==> config.mk <==
export PLATFORM = sky130hd
export DESIGN_NAME = tiny_core_sequencer_flat
export DESIGN_NICKNAME = d
export VERILOG_FILES = /design/src/rtl/tiny_core_sequencer_if.sv /design/src/rtl/tiny_core_sequencer.sv /design/src/flat_wrapper.sv
export SDC_FILE = /design/constraint.sdc
export NUM_CORES = 1
export LEC_CHECK = 0
export CAP_MARGIN = 10
export CORE_MARGIN = 2
export CORE_UTILIZATION = 49
export CTS_BUF_LIST = sky130_fd_sc_hd__clkbuf_16
export CTS_CLUSTER_DIAMETER = 80
export CTS_CLUSTER_SIZE = 12
export DETAILED_ROUTE_END_ITERATION = 12
export GPL_ROUTABILITY_DRIVEN = 0
export MAX_ROUTING_LAYER = met4
export PLACE_DENSITY = 0.83
export SYNTH_ARGS = -nofsm -noshare
export SYNTH_HDL_FRONTEND = slang
export SYNTH_SLANG_ARGS = --single-unit
==> constraint.sdc <==
create_clock -name clk -period 3.9 [get_ports clk]
set_input_delay 0.78 -clock clk [delete_from_list [all_inputs] [get_ports clk]]
set_output_delay 0.78 -clock clk [all_outputs]
set_load 0.02 [all_outputs]
==> src/rtl/tiny_core_sequencer_if.sv <==
// rtl/tiny_core_sequencer_if.sv - host/core signal bundle for the tiny core sequencer
// master: host pins plus core model (drives commands, breakpoint setup, pc_in)
// slave : sequencer (drives imem write port, core_run, core_clr, state_o, busy)
interface tiny_core_sequencer_if #(
  parameter int INST_W = 8,
  parameter int PC_W   = 4
) ();
  logic              cmd_stb;
  logic [1:0]        cmd_op;
  logic [INST_W-1:0] cmd_data;
  logic              brk_en;
  logic [PC_W-1:0]   brk_addr;
  logic [PC_W-1:0]   pc_in;
  logic              imem_we;
  logic [PC_W-1:0]   imem_waddr;
  logic [INST_W-1:0] imem_wdata;
  logic              core_run;
  logic              core_clr;
  logic [1:0]        state_o;
  logic              busy;

  modport master (
    output cmd_stb, cmd_op, cmd_data, brk_en, brk_addr, pc_in,
    input  imem_we, imem_waddr, imem_wdata, core_run, core_clr, state_o, busy
  );

  modport slave (
    input  cmd_stb, cmd_op, cmd_data, brk_en, brk_addr, pc_in,
    output imem_we, imem_waddr, imem_wdata, core_run, core_clr, state_o, busy
  );
endinterface

==> src/rtl/tiny_core_sequencer.sv <==
// rtl/tiny_core_sequencer.sv - run-control and program-load sequencer for the tiny accumulator core
// clk, rst_n : system clock, asynchronous active-low reset
// bus.cmd_*  : asynchronous host command strobe, opcode and load byte
// bus.brk_*  : breakpoint enable and PC; bus.pc_in is the live core PC
// bus.imem_* : instruction memory write port, one strobe per loaded byte
// bus.core_run / core_clr : core advance enable and one-cycle soft clear
// bus.state_o / busy : current sequencer state and non-HALT flag
module tiny_core_sequencer #(
  parameter int IMEM_SZ = 16,
  parameter int INST_W  = 8,
  parameter int PC_W    = 4
) (
  input logic             clk,
  input logic             rst_n,
  tiny_core_sequencer_if.slave bus
);

  typedef enum logic [1:0] {
    ST_HALT = 2'd0,
    ST_LOAD = 2'd1,
    ST_RUN  = 2'd2,
    ST_STEP = 2'd3
  } state_t;

  localparam logic [1:0] OP_HALT = 2'd0;
  localparam logic [1:0] OP_LOAD = 2'd1;
  localparam logic [1:0] OP_RUN  = 2'd2;
  localparam logic [1:0] OP_STEP = 2'd3;
  localparam logic [PC_W-1:0] LAST_ADDR = PC_W'(IMEM_SZ - 1);

  state_t            state;
  logic              stb_meta;
  logic              stb_sync;
  logic              stb_last;
  logic              stb_pulse;
  logic [1:0]        op_q;
  logic              pend;
  logic [PC_W-1:0]   cnt;
  logic              bp_mask;
  logic              we_q;
  logic              clr_q;
  logic [PC_W-1:0]   waddr_q;
  logic [INST_W-1:0] wdata_q;

  logic              bp_hit;
  logic              cmd_go;
  logic [1:0]        cmd_sel;

  // bp_mask suppresses the hit on the first RUN cycle so a resume from a
  // breakpoint executes the instruction it stopped on.
  assign bp_hit  = bus.brk_en && (bus.pc_in == bus.brk_addr) && !bp_mask;

  // A command pulse that landed during STEP is replayed from op_q in HALT.
  assign cmd_go  = stb_pulse || pend;
  assign cmd_sel = pend ? op_q : bus.cmd_op;

  assign bus.core_run   = ((state == ST_RUN) && !bp_hit) || (state == ST_STEP);
  assign bus.core_clr   = clr_q;
  assign bus.imem_we    = we_q;
  assign bus.imem_waddr = waddr_q;
  assign bus.imem_wdata = wdata_q;
  assign bus.state_o    = state;
  assign bus.busy       = (state != ST_HALT);

  always_ff @(posedge clk or negedge rst_n) begin
    if (!rst_n) begin
      state     <= ST_HALT;
      stb_meta  <= 1'b0;
      stb_sync  <= 1'b0;
      stb_last  <= 1'b0;
      stb_pulse <= 1'b0;
      op_q      <= 2'd0;
      pend      <= 1'b0;
      cnt       <= '0;
      bp_mask   <= 1'b0;
      we_q      <= 1'b0;
      clr_q     <= 1'b0;
      waddr_q   <= '0;
      wdata_q   <= '0;
    end else begin
      // Two-flop synchronizer, then a rising-edge detector registered into
      // stb_pulse; a held strobe yields exactly one pulse.
      stb_meta  <= bus.cmd_stb;
      stb_sync  <= stb_meta;
      stb_last  <= stb_sync;
      stb_pulse <= stb_sync && !stb_last;
      if (stb_pulse) begin
        op_q <= bus.cmd_op;
      end
      we_q  <= 1'b0;
      clr_q <= 1'b0;

      case (state)
        ST_HALT: begin
          pend <= 1'b0;
          if (cmd_go) begin
            case (cmd_sel)
              OP_LOAD: begin
                state <= ST_LOAD;
                cnt   <= '0;
              end
              OP_RUN: begin
                state   <= ST_RUN;
                bp_mask <= 1'b1;
              end
              OP_STEP: state <= ST_STEP;
              default: ;
            endcase
          end
        end

        ST_LOAD: begin
          // Every pulse is a data byte; the opcode is don't-care here.
          if (stb_pulse) begin
            we_q    <= 1'b1;
            waddr_q <= cnt;
            wdata_q <= bus.cmd_data;
          end
          if (we_q) begin
            cnt <= cnt + PC_W'(1);
            if (cnt == LAST_ADDR) begin
              state <= ST_HALT;
              clr_q <= 1'b1;
            end
          end
        end

        ST_RUN: begin
          bp_mask <= 1'b0;
          // LOAD beats a coincident breakpoint; otherwise HALT or a hit stops.
          if (stb_pulse && (bus.cmd_op == OP_LOAD)) begin
            state <= ST_LOAD;
            cnt   <= '0;
          end else if ((stb_pulse && (bus.cmd_op == OP_HALT)) || bp_hit) begin
            state <= ST_HALT;
          end
        end

        ST_STEP: begin
          state <= ST_HALT;
          if (stb_pulse) begin
            pend <= 1'b1;
          end
        end

        default: state <= ST_HALT;
      endcase
    end
  end

endmodule

==> src/flat_wrapper.sv <==
// flat-port wrapper written by rule: the top's interface ports become plain ports
module tiny_core_sequencer_flat 
#(
  parameter int IMEM_SZ = 16,
  parameter int INST_W  = 8,
  parameter int PC_W    = 4
)
  (clk, rst_n, bus_cmd_stb, bus_cmd_op, bus_cmd_data, bus_brk_en, bus_brk_addr, bus_pc_in, bus_imem_we, bus_imem_waddr, bus_imem_wdata, bus_core_run, bus_core_clr, bus_state_o, bus_busy);
  tiny_core_sequencer_if #(.INST_W(INST_W), .PC_W(PC_W)) bus_i ();
  input logic clk;
  input logic rst_n;
  input wire logic [$bits(bus_i.cmd_stb)-1:0] bus_cmd_stb;
  input wire logic [$bits(bus_i.cmd_op)-1:0] bus_cmd_op;
  input wire logic [$bits(bus_i.cmd_data)-1:0] bus_cmd_data;
  input wire logic [$bits(bus_i.brk_en)-1:0] bus_brk_en;
  input wire logic [$bits(bus_i.brk_addr)-1:0] bus_brk_addr;
  input wire logic [$bits(bus_i.pc_in)-1:0] bus_pc_in;
  output wire logic [$bits(bus_i.imem_we)-1:0] bus_imem_we;
  output wire logic [$bits(bus_i.imem_waddr)-1:0] bus_imem_waddr;
  output wire logic [$bits(bus_i.imem_wdata)-1:0] bus_imem_wdata;
  output wire logic [$bits(bus_i.core_run)-1:0] bus_core_run;
  output wire logic [$bits(bus_i.core_clr)-1:0] bus_core_clr;
  output wire logic [$bits(bus_i.state_o)-1:0] bus_state_o;
  output wire logic [$bits(bus_i.busy)-1:0] bus_busy;
  assign bus_i.cmd_stb = bus_cmd_stb;
  assign bus_i.cmd_op = bus_cmd_op;
  assign bus_i.cmd_data = bus_cmd_data;
  assign bus_i.brk_en = bus_brk_en;
  assign bus_i.brk_addr = bus_brk_addr;
  assign bus_i.pc_in = bus_pc_in;
  assign bus_imem_we = bus_i.imem_we;
  assign bus_imem_waddr = bus_i.imem_waddr;
  assign bus_imem_wdata = bus_i.imem_wdata;
  assign bus_core_run = bus_i.core_run;
  assign bus_core_clr = bus_i.core_clr;
  assign bus_state_o = bus_i.state_o;
  assign bus_busy = bus_i.busy;
  tiny_core_sequencer #(.IMEM_SZ(IMEM_SZ), .INST_W(INST_W), .PC_W(PC_W)) u_core (.clk(clk), .rst_n(rst_n), .bus(bus_i));
endmodule
==> results of run 1 <==
-- worst register-to-register path, cell delays in order (launching register included) --
cell and delay [ns]:
dfrtp_1 0.49, inv_1 0.26, or4_1 0.60, o311ai_1 0.10
-- registers in the layout, indices dropped and copies added, names as in the netlist, 2 cells and up --
name	count
u_core.bus.imem_waddr	4
u_core.bus.imem_wdata	8
u_core.bus.state_o	2
u_core.cnt	4
u_core.op_q	2
-- per-stage QoR --
stage               hold WS [ns]  setup slack, ns  utilization (%)  cell area, µm²
floorplan                  0.331             1.72                -            1300
global placement           0.343            0.858             68.2            1700
detailed placement         0.346            0.766             68.2            1700
CTS                        0.374            0.764             71.3            1780
global route               0.390            0.654             71.3            1780
finish                     0.371            0.757             71.3            1780
-- metal layers --
| layer | GRT usage [%] | routed length (µm) | up-vias |
|---|---|---|---|
| li1 | - | - | 442 |
| met5 | - | 0 | - |
| met2 | 31.5 | 1330 | 33 |
| met3 | 5.85 | 126 | 8 |
| met4 | 6.27 | 62 | 0 |
| met1 | 23.1 | 1210 | 460 |
-- worst max-delay path by stage --
stage | from | end | slack [ns] | cells after the start
2_1_floorplan | bus_pc_in[0] | bus_core_run | 1.72 | 3
3_3_place_gp | bus_brk_addr[0] | bus_core_run | 0.86 | 5
3_5_place_dp | bus_brk_addr[3] | bus_core_run | 0.77 | 5
4_1_cts | bus_brk_addr[3] | bus_core_run | 0.76 | 5
5_1_grt | bus_brk_addr[3] | bus_core_run | 0.65 | 5
6_report | bus_brk_addr[3] | bus_core_run | 0.76 | 5
-- power by group through the flow --
stage	Clock (mW)	Combinational, mW	Sequential (mW)
CTS	0.235	0.523	0.484
floorplan	0	0.235	0.543
detailed placement	0	0.519	0.484
global route	0.251	0.552	0.499
finish	0.227	0.520	0.484
global placement	0	0.504	0.477
-- area by class of cell --
type / instances / area, µm² / area share [%]
Inverter: 5 / 18.8 / 1.05
Multi-Input combinational cell: 64 / 549 / 30.8
Tap cell: 30 / 37.5 / 2.11
Clock buffer: 3 / 75.1 / 4.21
Sequential cell: 28 / 701 / 39.3
Clock inverter: 1 / 3.75 / 0.211
Timing Repair Buffer: 40 / 398 / 22.3
-- Yosys cell counts, drive strengths merged, types with 2 or more instances --
library cell	number	area, µm²
dfrtp	28	701
o211ai	2	15.0
nor3	2	10.0
nand2b	2	12.5
nand2	8	37.5
nor2b	2	12.5
o22ai	3	18.8
nand3b	3	22.5
mux2	13	180
inv	5	18.8
buf	3	27.5
o21ai	2	13.8
a21oi	2	10.0
xor2	6	52.6
-- placed cells by master, fill, tap and decap left out, types with 2 or more instances in the layout --
| cell type | n |
|---|---|
| clkdlybuf4s50_1 | 39 |
| dfrtp_1 | 28 |
| mux2_4 | 9 |
| nand2_1 | 7 |
| xor2_1 | 6 |
| inv_1 | 5 |
| mux2_2 | 4 |
| nand3b_1 | 3 |
| o22ai_1 | 3 |
| clkbuf_16 | 3 |
| nor3_1 | 2 |
| nor2b_1 | 2 |
| nand2b_1 | 2 |
| a21oi_1 | 2 |
| o211ai_1 | 2 |
-- logic make-up after synthesis --
| logic type | count (synthesis) | synth area share, % |
|---|---|---|
| AO/OA/AOI/OAI | 16 | 8.86 |
| flip-flops | 28 | 53.9 |
| XOR/XNOR | 6 | 4.04 |
| adder cells (fa/ha/maj) | 1 | 0.962 |
| buffers and inverters | 9 | 3.85 |
| AND/OR/NAND/NOR | 27 | 13.8 |
| multiplexers | 14 | 14.6 |
==> metrics, run 1 <==
outcome=finished clean; Resized Gates After CTS=0; setup TNS=0 ns; Final #Nets=165; Netlist cell types=38; measured slew at the worst slew-check pin=0.401 ns; Min-Delay Path Class=flop to flop; CP Data Arrival Time=2.36 ns; antenna violations before repair=0; synthesized instance count=101; power share of the combinational group=42.3%; switching power summed over all nets=0.418 mW; row cnt=18; placeable core region=2500 µm²; Final ANT Viol Nets=0; setup repair after global routing missed its margin=no; Peak supply drop=0.000547 V; Port-buffer cells=39; clock tree skew after final layout=0.00366 ns; highest-delay cell along the critical path=clkdlybuf4s50_1; Internal Dissipation=0.813 mW; clk buf depth=2; flops & latches, synth=28; worst skew pair latency=0.26 ns; DRC violation count after routing=0; number of detailed-route iterations in the first pass=4; average wire length per cell after detail routing=16.0 µm; crit end category=primary output; cts hold-fix bufs=0; count of cells along the worst hold path=0; post-synth net total=124; Most Frequent Cell on Critical Path=clkdlybuf4s50_1; number of global-route vias before repair=982; maximum number of pins on one net before global-route repair=29; count of cells along the worst register-to-register path=3; maximum fanout along the worst path=2; most common flop cell mapped by yosys=dfrtp_1; internal reg-to-reg setup slack=2.35 ns; TritonCTS clock tree=built; max-capacitance violation count=0; end point of the most critical hold path=u_core.stb_sync$_DFF_PN0_; clock root buffer=clkbuf_16; post-synthesis sequential area ratio=53.9%; tightest slew margin relative to the limit=73.2%; top cell family by delay on the critical path=buffers and inverters; Reg-to-Reg Start=u_core.bus.state_o[0]$_DFFE_PN0P_; Initial DRC Count=12; Mean Syn Cell Area=12.9 µm²; worst path cell trace=clkdlybuf4s50_1, xor2_1, nor3_1, a31oi_1, clkdlybuf4s50_1; Data required, critical path=3.12 ns; share of the clock period used by the worst path after layout=80.6%; starting density of the core=52.0%; beginning of the worst hold path=u_core.stb_meta$_DFF_PN0_; Top-Level Pins=40; GR Overflow Total=0; total setup buffers inserted after CTS=0; Hold Violations, Final=0; overall via count from detail_route=943; P_leak=0.794 nW; antenna cell count=0; register share of total power=39.3%; drt via density=5.51; number of sinks on the clock net=28; async set-or-reset flop fraction in the synthesized netlist=100%; post-route minimum period=3.14 ns; Cell Count Post-Placement=167; count of flip-flops with a built-in enable after synthesis=0; class of the most critical setup path=input port to primary output; estimated wirelength of the detail-placed design=1930 µm; cell area after synthesis=1300 µm²; clock transition at the register clock pins on the worst setup and hold paths after CTS=0.06 ns; number of fillers in the final layout=177; die outline width=55.5 µm; fraction of layout instances using a drive strength above 1=14.9%; global-route wire length before repair=4460 µm; Finish-stage setup viols=0; highest cell delay on the worst timing path=0.56 ns; Area growth, synth to finish=37.2%; Syn. warnings=0; Die Y-Extent=55.5 µm; floorplan die area=3080 µm²; Worst Setup Start Kind=input port; maximum operating frequency=0.318 GHz; number of max-slew violations in the final report=0; worst r2r dst=u_core.cnt[3]$_DFFE_PN0P_; clock buffers created by TritonCTS=3; fraction of power spent switching nets=34.0%; non-filler instance count after layout=171; GR Util All Layers=19.4%; worst path bufs/invs=2; power density over the cells=690 nW/µm²; total power of the final layout=1.23 mW; htree depth=1; fraction of power consumed by the clock network=18.4%; Post-Route WL=2730 µm
No activity file was read; power rests on OpenSTA's default activity.
==> run 2, diff against run 1 <==
Settings changed: CORE_UTILIZATION 49 to 46, PLACE_DENSITY 0.83 to 0.79.
Clock period 3.9 ns to 3.1 ns, I/O delays scaled along.
==> run 2 against run 1 <==
Compared with the run above:
- sequential cell count unchanged
- clock-buffer cell count did not move
- cell count rose by 0.58%
- non-clock buffer count unchanged
- first-iteration DRC count is 100% higher
==> metrics, run 2 (synthesis results as in run 1) <==
GR Util All Layers=17.3% (-2.0 points); Resized Gates After CTS=0 (unchanged); placeable core region=2710 µm² (+8.4%); worst skew pair latency=0.26 ns (about the same); commonest non-fill, non-tap cell in the layout=clkdlybuf4s50_1; drt via density=5.31 (-3.7%); max-capacitance violation count=0 (unchanged); max reg flops=8 (unchanged); Peak supply drop=0.000667 V (+22%); area of the multi-input gates=549 µm² (unchanged); worst path cell trace=clkdlybuf4s50_1, xor2_1, nor3_1, a31oi_1, clkdlybuf4s50_1; setup repair after global routing missed its margin=no; starting density of the core=48.0% (-4.0 points); number of max-slew violations in the final report=0 (unchanged); DRC violation count after routing=0 (unchanged); fraction of layout instances using a drive strength above 1=14.9% (unchanged); estimated wirelength of the detail-placed design=1810 µm (-5.9%); global-route wire length before repair=4190 µm (-6.2%); average wire length per cell after detail routing=14.8 µm (-7.2%); clk buf depth=2 (unchanged); GR Overflow Total=0 (unchanged); post-layout util=65.8% (-5.5 points); die outline width=57.2 µm (+3.0%); Initial DRC Count=24 (+12); most frequent cells in the layout=39 x clkdlybuf4s50_1, 28 x dfrtp_1, 9 x mux2_4, 7 x nand2_1, 6 x xor2_1; antenna cell count=0 (unchanged); placed cell area=1710 µm² (about the same); share of the clock period used by the worst path after layout=91.1%; pre-CTS setup slack=0.273 ns (-0.494 ns); number of global-route vias before repair=852 (-13%); highest-delay cell along the critical path=clkdlybuf4s50_1; htree depth=1 (unchanged); floorplan die area=3270 µm² (+6.1%); clock root buffer=clkbuf_16; outcome=finished clean; clock buffers created by TritonCTS=3 (unchanged); Final #Nets=165 (unchanged); Final ANT Viol Nets=0 (unchanged); Most Frequent Cell on Critical Path=clkdlybuf4s50_1; overall via count from detail_route=913 (-3.2%); Port-buffer cells=39 (unchanged); Area growth, synth to finish=37.2% (about the same); clock transition at the register clock pins on the worst setup and hold paths after CTS=0.06 ns (about the same); post-route minimum period=2.82 ns; setup TNS=0 ns (unchanged); maximum number of pins on one net before global-route repair=29 (unchanged); CP Data Arrival Time=2.20 ns (-0.16 ns); Top-Level Pins=40 (unchanged); class of the most critical setup path=input port to primary output; maximum fanout along the worst path=2 (unchanged); number of sinks on the clock net=28 (unchanged); cts hold-fix bufs=0 (unchanged); crit end category=primary output; combined flip-flop and latch cell area=701 µm² (unchanged); Die Y-Extent=57.2 µm (+3.0%); Finish-stage setup viols=0 (unchanged); tightest slew margin relative to the limit=75.3% (+2.1 points); number of detailed-route iterations in the first pass=4 (unchanged); TritonCTS clock tree=built; Data required, critical path=2.48 ns (-0.64 ns); antenna violations before repair=0 (unchanged); total setup buffers inserted after CTS=0 (unchanged); Cell Count Post-Placement=168 (+0.60%); non-filler instance count after layout=172 (+0.58%); Worst Setup Start Kind=input port; highest cell delay on the worst timing path=0.56 ns (about the same); measured slew at the worst slew-check pin=0.370 ns (-0.0312 ns); Hold Violations, Final=0 (unchanged); final cell area excluding filler cells=1780 µm² (about the same); Min-Delay Path Class=flop to flop; clock tree skew after final layout=0.00236 ns (-0.00130 ns); final setup slack of the worst path=0.277 ns (-0.480 ns); power density over the cells=861 nW/µm² (+25%); number of fillers in the final layout=193 (+9.0%); Post-Route WL=2550 µm (-6.6%); maximum operating frequency=0.354 GHz; P_leak=0.794 nW (unchanged); row cnt=19 (+1)
run 2: critical path, delay by kind of cell:
kind / cells / cell delay [ns]
simple gates: 1 / 0.31
xor+xnor: 1 / 0.17
buf+inv: 2 / 0.97
compound gates: 1 / 0.14
run 2: final timing paths:
| kind | from | to | slack, ns | cells past startpoint |
|---|---|---|---|---|
| hold / removal | u_core.stb_meta$_DFF_PN0_ | u_core.stb_sync$_DFF_PN0_ | 0.35 | 0 |
| setup / recovery | bus_brk_addr[0] | bus_core_run | 0.28 | 5 |
| hold reg to reg | u_core.stb_meta$_DFF_PN0_ | u_core.stb_sync$_DFF_PN0_ | 0.35 | 0 |
| setup reg to reg | u_core.bus.state_o[1]$_DFFE_PN0P_ | u_core.cnt[3]$_DFFE_PN0P_ | 1.60 | 3 |
| min in group asynchronous | rst_n | u_core.bus.imem_wdata[1]$_DFFE_PN0P_ | 0.73 | 2 |
| max in group asynchronous | rst_n | u_core.op_q[1]$_DFFE_PN0P_ | 2.11 | 2 |
run 2: final cells by class:
| cell class | instances | area share, % |
|---|---|---|
| well taps | 31 | 2.17 |
| multi-input cells | 64 | 30.8 |
| clock buffers | 3 | 4.21 |
| repair buffers | 40 | 22.3 |
| flip-flops and latches | 28 | 39.3 |
| inverters | 5 | 1.05 |
| clock inverters | 1 | 0.210 |
run 2: metrics by stage:
step	hold slack (ns)	power, mW
final	0.349	1.54
after global routing	0.358	1.62
after CTS	0.351	1.55
after detailed placement	0.336	1.25
after global placement	0.339	1.23
after floorplan	0.324	0.979
run 2: power by group:
| group | switching (mW) | leakage (nW) | total, mW | internal, mW |
|---|---|---|---|---|
| registers | 0.113 | 0.350 | 0.601 | 0.488 |
| clock network | 0.113 | 0.0385 | 0.285 | 0.172 |
| logic | 0.289 | 0.405 | 0.649 | 0.360 |
| total | 0.514 | 0.794 | 1.54 | 1.02 |
run 2: per-layer routing:
layer / global-route usage [%] / vias up / wire [µm]
met5: - / - / 0
met4: 4.98 / 0 / 14
met3: 3.40 / 2 / 72
met2: 26.3 / 17 / 1290
met1: 23.9 / 449 / 1170
li1: - / 445 / -
==> run 3, diff against run 2 <==
Settings changed: SKIP_LAST_GASP from default to 1.
==> results of run 3 <==
No change in the layout: final DEF, timing and power equal those of run 2.
